## src/rtl/pipe_hazard_ctrl.sv

```systemverilog
// Scoreboard-based hazard, forwarding and flush controller for the in-order pipeline.
// Tracks in-flight destinations across DEPTH post-decode stages (entry 0 = X).
module pipe_hazard_ctrl #(
  parameter int DEPTH      = 2,
  parameter int RA_W       = 5,
  parameter int LOAD_STAGE = 1,
  parameter int CNT_W      = 16,
  parameter int FSW        = $clog2(DEPTH + 1)
) (
  input  logic                    clk,
  input  logic                    reset,
  input  logic                    d_valid,
  input  logic [RA_W-1:0]         d_rs1,
  input  logic [RA_W-1:0]         d_rs2,
  input  logic                    d_rs1_used,
  input  logic                    d_rs2_used,
  input  logic [RA_W-1:0]         d_rd,
  input  logic                    d_we,
  input  logic                    d_is_load,
  input  logic                    mem_stall,
  input  logic                    redirect,
  input  logic                    cnt_clr,
  output logic [FSW-1:0]          fwd_sel_a,
  output logic [FSW-1:0]          fwd_sel_b,
  output logic                    stall_d,
  output logic                    bubble_x,
  output logic                    flush_d,
  output logic                    pipe_en,
  output logic [DEPTH-1:0]        stg_valid,
  output logic [DEPTH*RA_W-1:0]   stg_rd,
  output logic [CNT_W-1:0]        hazard_cnt,
  output logic [CNT_W-1:0]        flush_cnt
);

  logic [DEPTH-1:0]      r_vld;
  logic [DEPTH-1:0]      r_we;
  logic [DEPTH-1:0]      r_ld;
  logic [DEPTH*RA_W-1:0] r_rd;
  logic [CNT_W-1:0]      r_hazard_cnt;
  logic [CNT_W-1:0]      r_flush_cnt;

  logic [FSW:0]          w_res_a;
  logic [FSW:0]          w_res_b;
  logic                  w_pipe_en;
  logic                  w_flush;
  logic                  w_haz;
  logic                  w_stall;
  logic                  w_bubble;

  // Returns {load_use_hazard, fwd_sel}. Scanning oldest to youngest lets the
  // youngest (lowest index) matching entry overwrite any older match.
  function automatic logic [FSW:0] resolve(
    input logic                  used,
    input logic [RA_W-1:0]       src,
    input logic [DEPTH-1:0]      vld,
    input logic [DEPTH-1:0]      we,
    input logic [DEPTH-1:0]      ld,
    input logic [DEPTH*RA_W-1:0] rd
  );
    logic [FSW-1:0] sel;
    logic           haz;
    sel = '0;
    haz = 1'b0;
    for (int k = DEPTH - 1; k >= 0; k--) begin
      if (used && (src != '0) && vld[k] && we[k] && (rd[k*RA_W +: RA_W] == src)) begin
        haz = ld[k] && (k < LOAD_STAGE);
        sel = haz ? '0 : FSW'(k + 1);
      end
    end
    return {haz, sel};
  endfunction

  function automatic logic [CNT_W-1:0] sat_inc(input logic [CNT_W-1:0] c);
    return (c == '1) ? c : c + 1'b1;
  endfunction

  always_comb begin
    w_res_a   = resolve(d_rs1_used, d_rs1, r_vld, r_we, r_ld, r_rd);
    w_res_b   = resolve(d_rs2_used, d_rs2, r_vld, r_we, r_ld, r_rd);
    w_pipe_en = !mem_stall;
    w_flush   = redirect && w_pipe_en;
    w_haz     = w_res_a[FSW] || w_res_b[FSW];
    // A redirect kills decode, so a load-use stall on the dead instruction is moot.
    w_stall   = d_valid && w_haz && !w_flush && w_pipe_en;
    w_bubble  = w_pipe_en && (w_stall || w_flush || !d_valid);
  end

  assign fwd_sel_a  = w_res_a[FSW-1:0];
  assign fwd_sel_b  = w_res_b[FSW-1:0];
  assign pipe_en    = w_pipe_en;
  assign flush_d    = w_flush;
  assign stall_d    = w_stall;
  assign bubble_x   = w_bubble;
  assign stg_valid  = r_vld;
  assign stg_rd     = r_rd;
  assign hazard_cnt = r_hazard_cnt;
  assign flush_cnt  = r_flush_cnt;

  // Scoreboard shift; entry 0 takes the decode record or a zero bubble.
  always_ff @(posedge clk or negedge reset) begin
    if (!reset) begin
      r_vld <= '0;
      r_we  <= '0;
      r_ld  <= '0;
      r_rd  <= '0;
    end else if (w_pipe_en) begin
      for (int k = DEPTH - 1; k >= 1; k--) begin
        r_vld[k]                <= r_vld[k-1];
        r_we[k]                 <= r_we[k-1];
        r_ld[k]                 <= r_ld[k-1];
        r_rd[k*RA_W +: RA_W]    <= r_rd[(k-1)*RA_W +: RA_W];
      end
      if (w_bubble) begin
        r_vld[0]        <= 1'b0;
        r_we[0]         <= 1'b0;
        r_ld[0]         <= 1'b0;
        r_rd[0 +: RA_W] <= '0;
      end else begin
        r_vld[0]        <= d_valid;
        r_we[0]         <= d_we;
        r_ld[0]         <= d_is_load;
        r_rd[0 +: RA_W] <= d_rd;
      end
    end
  end

  always_ff @(posedge clk or negedge reset) begin
    if (!reset) begin
      r_hazard_cnt <= '0;
      r_flush_cnt  <= '0;
    end else if (cnt_clr) begin
      r_hazard_cnt <= '0;
      r_flush_cnt  <= '0;
    end else begin
      if (w_stall) r_hazard_cnt <= sat_inc(r_hazard_cnt);
      if (w_flush) r_flush_cnt  <= sat_inc(r_flush_cnt);
    end
  end

endmodule

```

## config.mk

```make
export PLATFORM = sky130hd
export DESIGN_NAME = pipe_hazard_ctrl
export DESIGN_NICKNAME = d
export VERILOG_FILES = /design/src/rtl/pipe_hazard_ctrl.sv
export SDC_FILE = /design/constraint.sdc
export NUM_CORES = 1
export LEC_CHECK = 0
export CORE_MARGIN = 5
export CORE_UTILIZATION = 25
export CTS_CLUSTER_DIAMETER = 50
export DETAILED_ROUTE_END_ITERATION = 12
export GPL_ROUTABILITY_DRIVEN = 0
export PLACE_DENSITY = 0.59
export SETUP_SLACK_MARGIN = 0.02
export SLEW_MARGIN = 0
export SYNTH_ARGS = -nofsm -noshare
export SYNTH_HDL_FRONTEND = slang
export SYNTH_SLANG_ARGS = --single-unit
```

## constraint.sdc

```tcl
create_clock -name clk -period 3.2 [get_ports clk]
set_input_delay 0.32 -clock clk [delete_from_list [all_inputs] [get_ports clk]]
set_output_delay 0.32 -clock clk [all_outputs]
set_load 0.01 [all_outputs]
```

==> impl_metrics.yaml, run 1 <==
clock_tree:
  hold_buffers: 0
  cts_resized: 0
  post_cts_buffers: 0
  cts_buffers: 5
  htreeDepth: 2
  clkLatencyLatePin_ns: 0.30
  cts_tree: "built"
  cts_root_buffer: "clkbuf_8"
  clock-sinks: 47
  path_clk_slew_ns: 0.09
  clk_path_buf_depth: 2
worst_setup_path:
  reg2reg_to: "hazard_cnt[15]"
  required_ns: 2.88
  end_kind: "primary output"
  r2r_start: "stg_rd[1]"
  rrSetupSlack_ns: 0.97
  arrival_ns: 2.60
  cp-start-kind: "input pin"
  r2r_cells: 7
  crit_type: "input pin to primary output"
  cp_max_fo: 3
synth:
  synth_cell_types: 38
  syn_area_mm2: 0.00260
  async_flop_share_pct: 100
  ys_ff_latch: 47
  synth_edf_count: 0
  synth_ff_type: "dfrtp_1"
  syn_inst: 267
  synth_warnings: 0
  avgSynthCellArea_um2: 9.73
  ys_seq_area_share_pct: 45.3
  syn_nets: 294
place:
  placed_cells: 477
  dpl_worst_slack_ns: 0.291
  numPortBuffers: 76
  hpwl_um: 5390
power:
  leakagePower_nw: 1.41
  power_mw: 1.29
  p_per_area_mw_per_mm2: 354
  power.share.switching_pct: 24.8
  peakVddDrop_mv: 0.178
  p_clk_share_pct: 36.0
  power_frac_comb_pct: 14.1
  internal_power_uw: 970
  pwr-share-seq_pct: 49.9
  p_switching_uw: 320
timing:
  period_needed_ns: 2.92
  setup_viol: 0
  max-slew-margin-rel_pct: 27.6
  skew_ns: 0.00842
  rsz0062_at_grt: "no"
  setup_slack_ns: 0.275
  max_freq_mhz: 342
  worst_slew_pin_slew_ns: 1.09
  finalSetupTns_ns: 0
  slew_violations: 0
  period_share_pct: 91.4
  hold_viol: 0
final_layout:
  drive_gt1_share_pct: 8.31
  nNetsFinal: 375
  n_antenna_cell: 0
  fill_cells: 1055
  fin_cells: 485
  synthToLayoutAreaGrowth_pct: 40.3
floorplanning:
  num_rows: 37
  fp.dieH_um: 112
  io_pins: 77
  dieArea_mm2: 0.0125
  start_util_pct: 25.4
  coreArea_mm2: 0.0102
  die_x_um: 112
hold_path:
  hold_class: "input pin to async pin"
global_route:
  grt_pass1_wl_um: 12000
  grt_use_total_pct: 11.6
  grt_max_degree: 48
  first_global_vias: 2352
  overflow: 0
  antenna_found_initial: 0
run_status:
  outcome: "finished clean"
detailed_routing:
  first_iter_violations: 78
  drt.antenna.violating_nets: 0
  routed_via_density: 4.78
  wl_per_cell_um: 14.8
  dr.pass1.iters: 4
  num_vias: 2319
  drc: 0
  drt-total-wl_um: 7200
job:
  cap_violations: 0
-- critical path: stages --
cell	delay [ns]
clkdlybuf4s50_1	0.46
or4_1	0.54
o21ai_1	0.27
nor3_2	0.12
o21ai_2	0.27
o21ai_2	0.12
clkdlybuf4s50_1	0.50
-- kinds of logic (layout without fill, tap and decap cells) --
family,after synthesis,in the layout,share of synthesized area [%]
buf+inv,14,96,2.60
simple gates,112,112,23.1
compound gates,43,43,10.5
xor+xnor,34,34,11.5
fa+ha+maj,2,2,0.963
flops,47,47,45.3
mux,15,15,6.07
-- registers in the layout, summed over array words and instances, names as in the netlist --
| register | count |
|---|---|
| r_ld | 1 |
| r_we | 2 |
| stg_rd | 10 |
| stg_valid | 2 |
| hazard_cnt | 16 |
| flush_cnt | 16 |
-- layer usage --
metal,vias up,routed length (um),global-route usage [%]
li1,1133,-,-
met1,1118,3130,14.8
met2,62,3570,19.1
met3,6,406,3.10
met4,0,93,3.61
met5,-,0,0
-- layout by cell type, fill, tap and decap left out, drive strengths merged, types with 3 or more instances in the layout --
cell type      count
and4               3
clkbuf             6
mux2i              9
nand2             11
xor2              15
clkdlybuf4s50     75
nor2              27
dfrtp             47
and2               3
a21oi             15
nor4               6
or3                8
o21ai             14
nand4              8
or4                7
buf                7
o31ai              5
and3               9
xnor2             19
inv                7
o211ai             3
nand3             19
nor3               8
mux2               6
-- synthesized netlist by cell type (all sizes together) (2+ instances only) --
cell / n / area (um^2)
a21oi: 15 / 75.1
o21ai: 14 / 81.3
nand4: 8 / 50.1
or4: 7 / 52.6
xnor2: 19 / 166
nor2: 27 / 101
nor2b: 2 / 12.5
xor2: 15 / 131
and3: 9 / 56.3
and2: 3 / 18.8
mux2i: 9 / 90.1
nor4: 6 / 37.5
o211ai: 3 / 27.5
nand3: 19 / 95.1
clkbuf: 4 / 15.0
and4: 3 / 26.3
buf: 4 / 30.0
or3: 8 / 50.1
dfrtp: 47 / 1180
mux2: 6 / 67.6
o31ai: 5 / 37.5
nor3: 8 / 50.1
ha: 2 / 25.0
inv: 6 / 22.5
nand2: 11 / 41.3
-- through the flow --
| stage | utilization, % | hold WS [ns] | cell area (um^2) |
|---|---|---|---|
| floorplan | - | 0.0244 | 2600 |
| global placement | 34.4 | 0.538 | 3520 |
| detailed placement | 34.4 | 0.549 | 3520 |
| CTS | 35.6 | 0.272 | 3640 |
| global route | 35.6 | 0.330 | 3640 |
| finish | 35.6 | 0.226 | 3640 |
-- how the worst max path moves through the flow --
stage | from | endpoint | slack [ns] | depth (start not counted)
2_1_floorplan | hazard_cnt[0] | hazard_cnt[4] | 1.25 | 8
3_3_place_gp | d_rs1[1] | bubble_x | 0.28 | 7
3_5_place_dp | d_rs1[1] | bubble_x | 0.29 | 7
4_1_cts | d_rs1[1] | bubble_x | 0.28 | 7
5_1_grt | d_rs1[1] | bubble_x | 0.19 | 7
6_report | d_rs1[1] | bubble_x | 0.28 | 7
-- power by group through the flow --
| stage | combinational, mW | sequential (mW) | clock, mW |
|---|---|---|---|
| global route | 0.199 | 0.648 | 0.504 |
| finish | 0.182 | 0.644 | 0.465 |
| CTS | 0.186 | 0.644 | 0.487 |
| global placement | 0.182 | 0.656 | 0 |
| detailed placement | 0.185 | 0.656 | 0 |
| floorplan | 0.0725 | 0.655 | 0 |
-- final cells by class --
class | instances | area [um^2] | area share [%]
timing repair buffer | 82 | 801 | 22.0
clock buffer | 6 | 82.6 | 2.27
clock inverter | 2 | 38.8 | 1.06
multi-input combinational | 206 | 1350 | 37.1
tap | 136 | 170 | 4.67
sequential | 47 | 1180 | 32.3
inverter | 6 | 22.5 | 0.618
No activity file was read; power rests on OpenSTA's default activity.
==> inputs of run 2 (changes only) <==
--- a/config.mk
+++ b/config.mk
@@ -7,6 +7,7 @@
 export LEC_CHECK = 0
 export CORE_MARGIN = 5
 export CORE_UTILIZATION = 25
+export CTS_BUF_LIST = sky130_fd_sc_hd__clkbuf_8
 export CTS_CLUSTER_DIAMETER = 50
 export DETAILED_ROUTE_END_ITERATION = 12
 export GPL_ROUTABILITY_DRIVEN = 0
==> constraint.sdc (replaced) <==
create_clock -name clk -period 3.2 [get_ports clk]
set_input_delay 0.48 -clock clk [delete_from_list [all_inputs] [get_ports clk]]
set_output_delay 0.48 -clock clk [all_outputs]
set_load 0.01 [all_outputs]
==> impl_metrics.yaml, run 2 (same netlist as run 1, synthesis figures left out) <==
run_status:
  outcome: "finished clean"
worst_setup_path:
  r2r_cells: 8
  crit_type: "input pin to primary output"
  arrival_ns: 2.59
  end_kind: "primary output"
  required_ns: 2.72
  cp_max_fo: 6
  cp-start-kind: "input pin"
final_layout:
  n_antenna_cell: 0
  stdcell_area_mm2: 0.00367
  synthToLayoutAreaGrowth_pct: 41.3
  fin_cells: 490
  utilization_pct: 35.9
  drive_gt1_share_pct: 9.32
  final_common_cell: "clkdlybuf4s50_1"
  nNetsFinal: 381
  final_cell_mix: "75 x clkdlybuf4s50_1, 47 x dfrtp_1, 27 x nor2_1"
clock_tree:
  clk_path_buf_depth: 2
  clock-sinks: 47
  path_clk_slew_ns: 0.09
  cts_buffers: 5
  post_cts_buffers: 0
  cts_root_buffer: "clkbuf_8"
  hold_buffers: 0
  cts_tree: "built"
  clkLatencyLatePin_ns: 0.30
  cts_resized: 0
  htreeDepth: 2
detailed_routing:
  drt-total-wl_um: 7220
  dr.pass1.iters: 4
  drt.antenna.violating_nets: 0
  drc: 0
  wl_per_cell_um: 14.7
  first_iter_violations: 52
  routed_via_density: 4.72
  num_vias: 2315
place:
  dpl-instance-area_mm2: 0.00357
  placed_cells: 483
  numPortBuffers: 76
  hpwl_um: 5460
timing:
  max-slew-margin-rel_pct: 60.2
  skew_ns: 0.0116
  period_share_pct: 95.9
  setup_viol: 0
  rsz0062_at_grt: "no"
  hold_viol: 0
  slew_violations: 0
  worst_slew_pin_slew_ns: 0.595
  finalSetupTns_ns: 0
  period_needed_ns: 3.07
  max_freq_mhz: 326
power:
  p_per_area_mw_per_mm2: 343
  power_mw: 1.26
  leakagePower_nw: 1.43
  peakVddDrop_mv: 0.177
floorplanning:
  coreArea_mm2: 0.0102
  io_pins: 77
  num_rows: 37
  die_x_um: 112
  dieArea_mm2: 0.0125
  start_util_pct: 25.4
  fp.dieH_um: 112
global_route:
  grt_pass1_wl_um: 11900
  grt_use_total_pct: 11.4
  antenna_found_initial: 0
  first_global_vias: 2300
  grt_max_degree: 28
  overflow: 0
job:
  cap_violations: 0
hold_path:
  hold_class: "input pin to async pin"
[run 2: changes by cell type in the layout (fill, tap and decap cells not counted), sizes merged]
cell,delta
buf,+6
clkbuf,-1
[run 2: path summary, 6_finish.rpt]
path | to | slack, ns | start
min | flush_cnt[3] | 0.14 | reset
min in group clk | r_we[1] | 0.55 | r_we[1]
max | stall_d | 0.13 | d_rs1[2]
min reg2reg | r_we[1] | 0.55 | r_we[1]
max reg2reg | hazard_cnt[7] | 0.97 | hazard_cnt[0]
max in group asynchronous | r_ld[0] | 2.31 | reset
[run 2: area by class of cell]
type                       count  area (um^2)
clock buffer                   5         68.8
sequential                    47         1180
tap                          136          170
fill                        1051         6560
clock inverter                 2         33.8
timing repair buffer          88          846
inverter                       6         22.5
multi-input combinational    206         1350
[run 2: worst max-delay path, stage by stage]
cell and delay (ns):
clkdlybuf4s50_1 0.42, or4_1 0.51, o21ai_1 0.23, nor3_2 0.11, o21ai_2 0.23, inv_2 0.11, clkdlybuf4s50_1 0.50
[run 2: where the power goes]
| group | switching, mW | total (mW) | internal (mW) |
|---|---|---|---|
| Combinational | 0.0833 | 0.187 | 0.104 |
| Sequential | 0.0302 | 0.643 | 0.613 |
| Clock | 0.202 | 0.429 | 0.226 |
| Total | 0.316 | 1.26 | 0.944 |
[run 2: per-stage QoR]
step | worst slack (ns) | hold WS [ns]
after floorplan | 1.03 | 0.184
after detailed placement | 0.109 | 0.482
after CTS | 0.100 | 0.148
after global placement | 0.0701 | 0.483
after global routing | 0.0281 | 0.177
final | 0.131 | 0.139
[run 2: routing by layer]
layer | wire length, um | vias to the layer above | track usage (%) | share of wire [%]
li1 | - | 1151 | - | -
met1 | 3380 | 1114 | 15.2 | 47
met2 | 3500 | 48 | 18.7 | 48
met3 | 281 | 2 | 2.72 | 3.9
met4 | 55 | 0 | 3.04 | 0.76
met5 | 0 | - | 0 | 0
==> inputs of run 3 (changes only) <==
--- a/config.mk
+++ b/config.mk
@@ -13,6 +13,7 @@
 export GPL_ROUTABILITY_DRIVEN = 0
 export PLACE_DENSITY = 0.59
 export SETUP_SLACK_MARGIN = 0.02
+export SKIP_CTS_REPAIR_TIMING = 1
 export SLEW_MARGIN = 0
 export SYNTH_ARGS = -nofsm -noshare
 export SYNTH_HDL_FRONTEND = slang
==> results of run 3 <==
Final layout, timing and power as in run 2 (identical DEF).
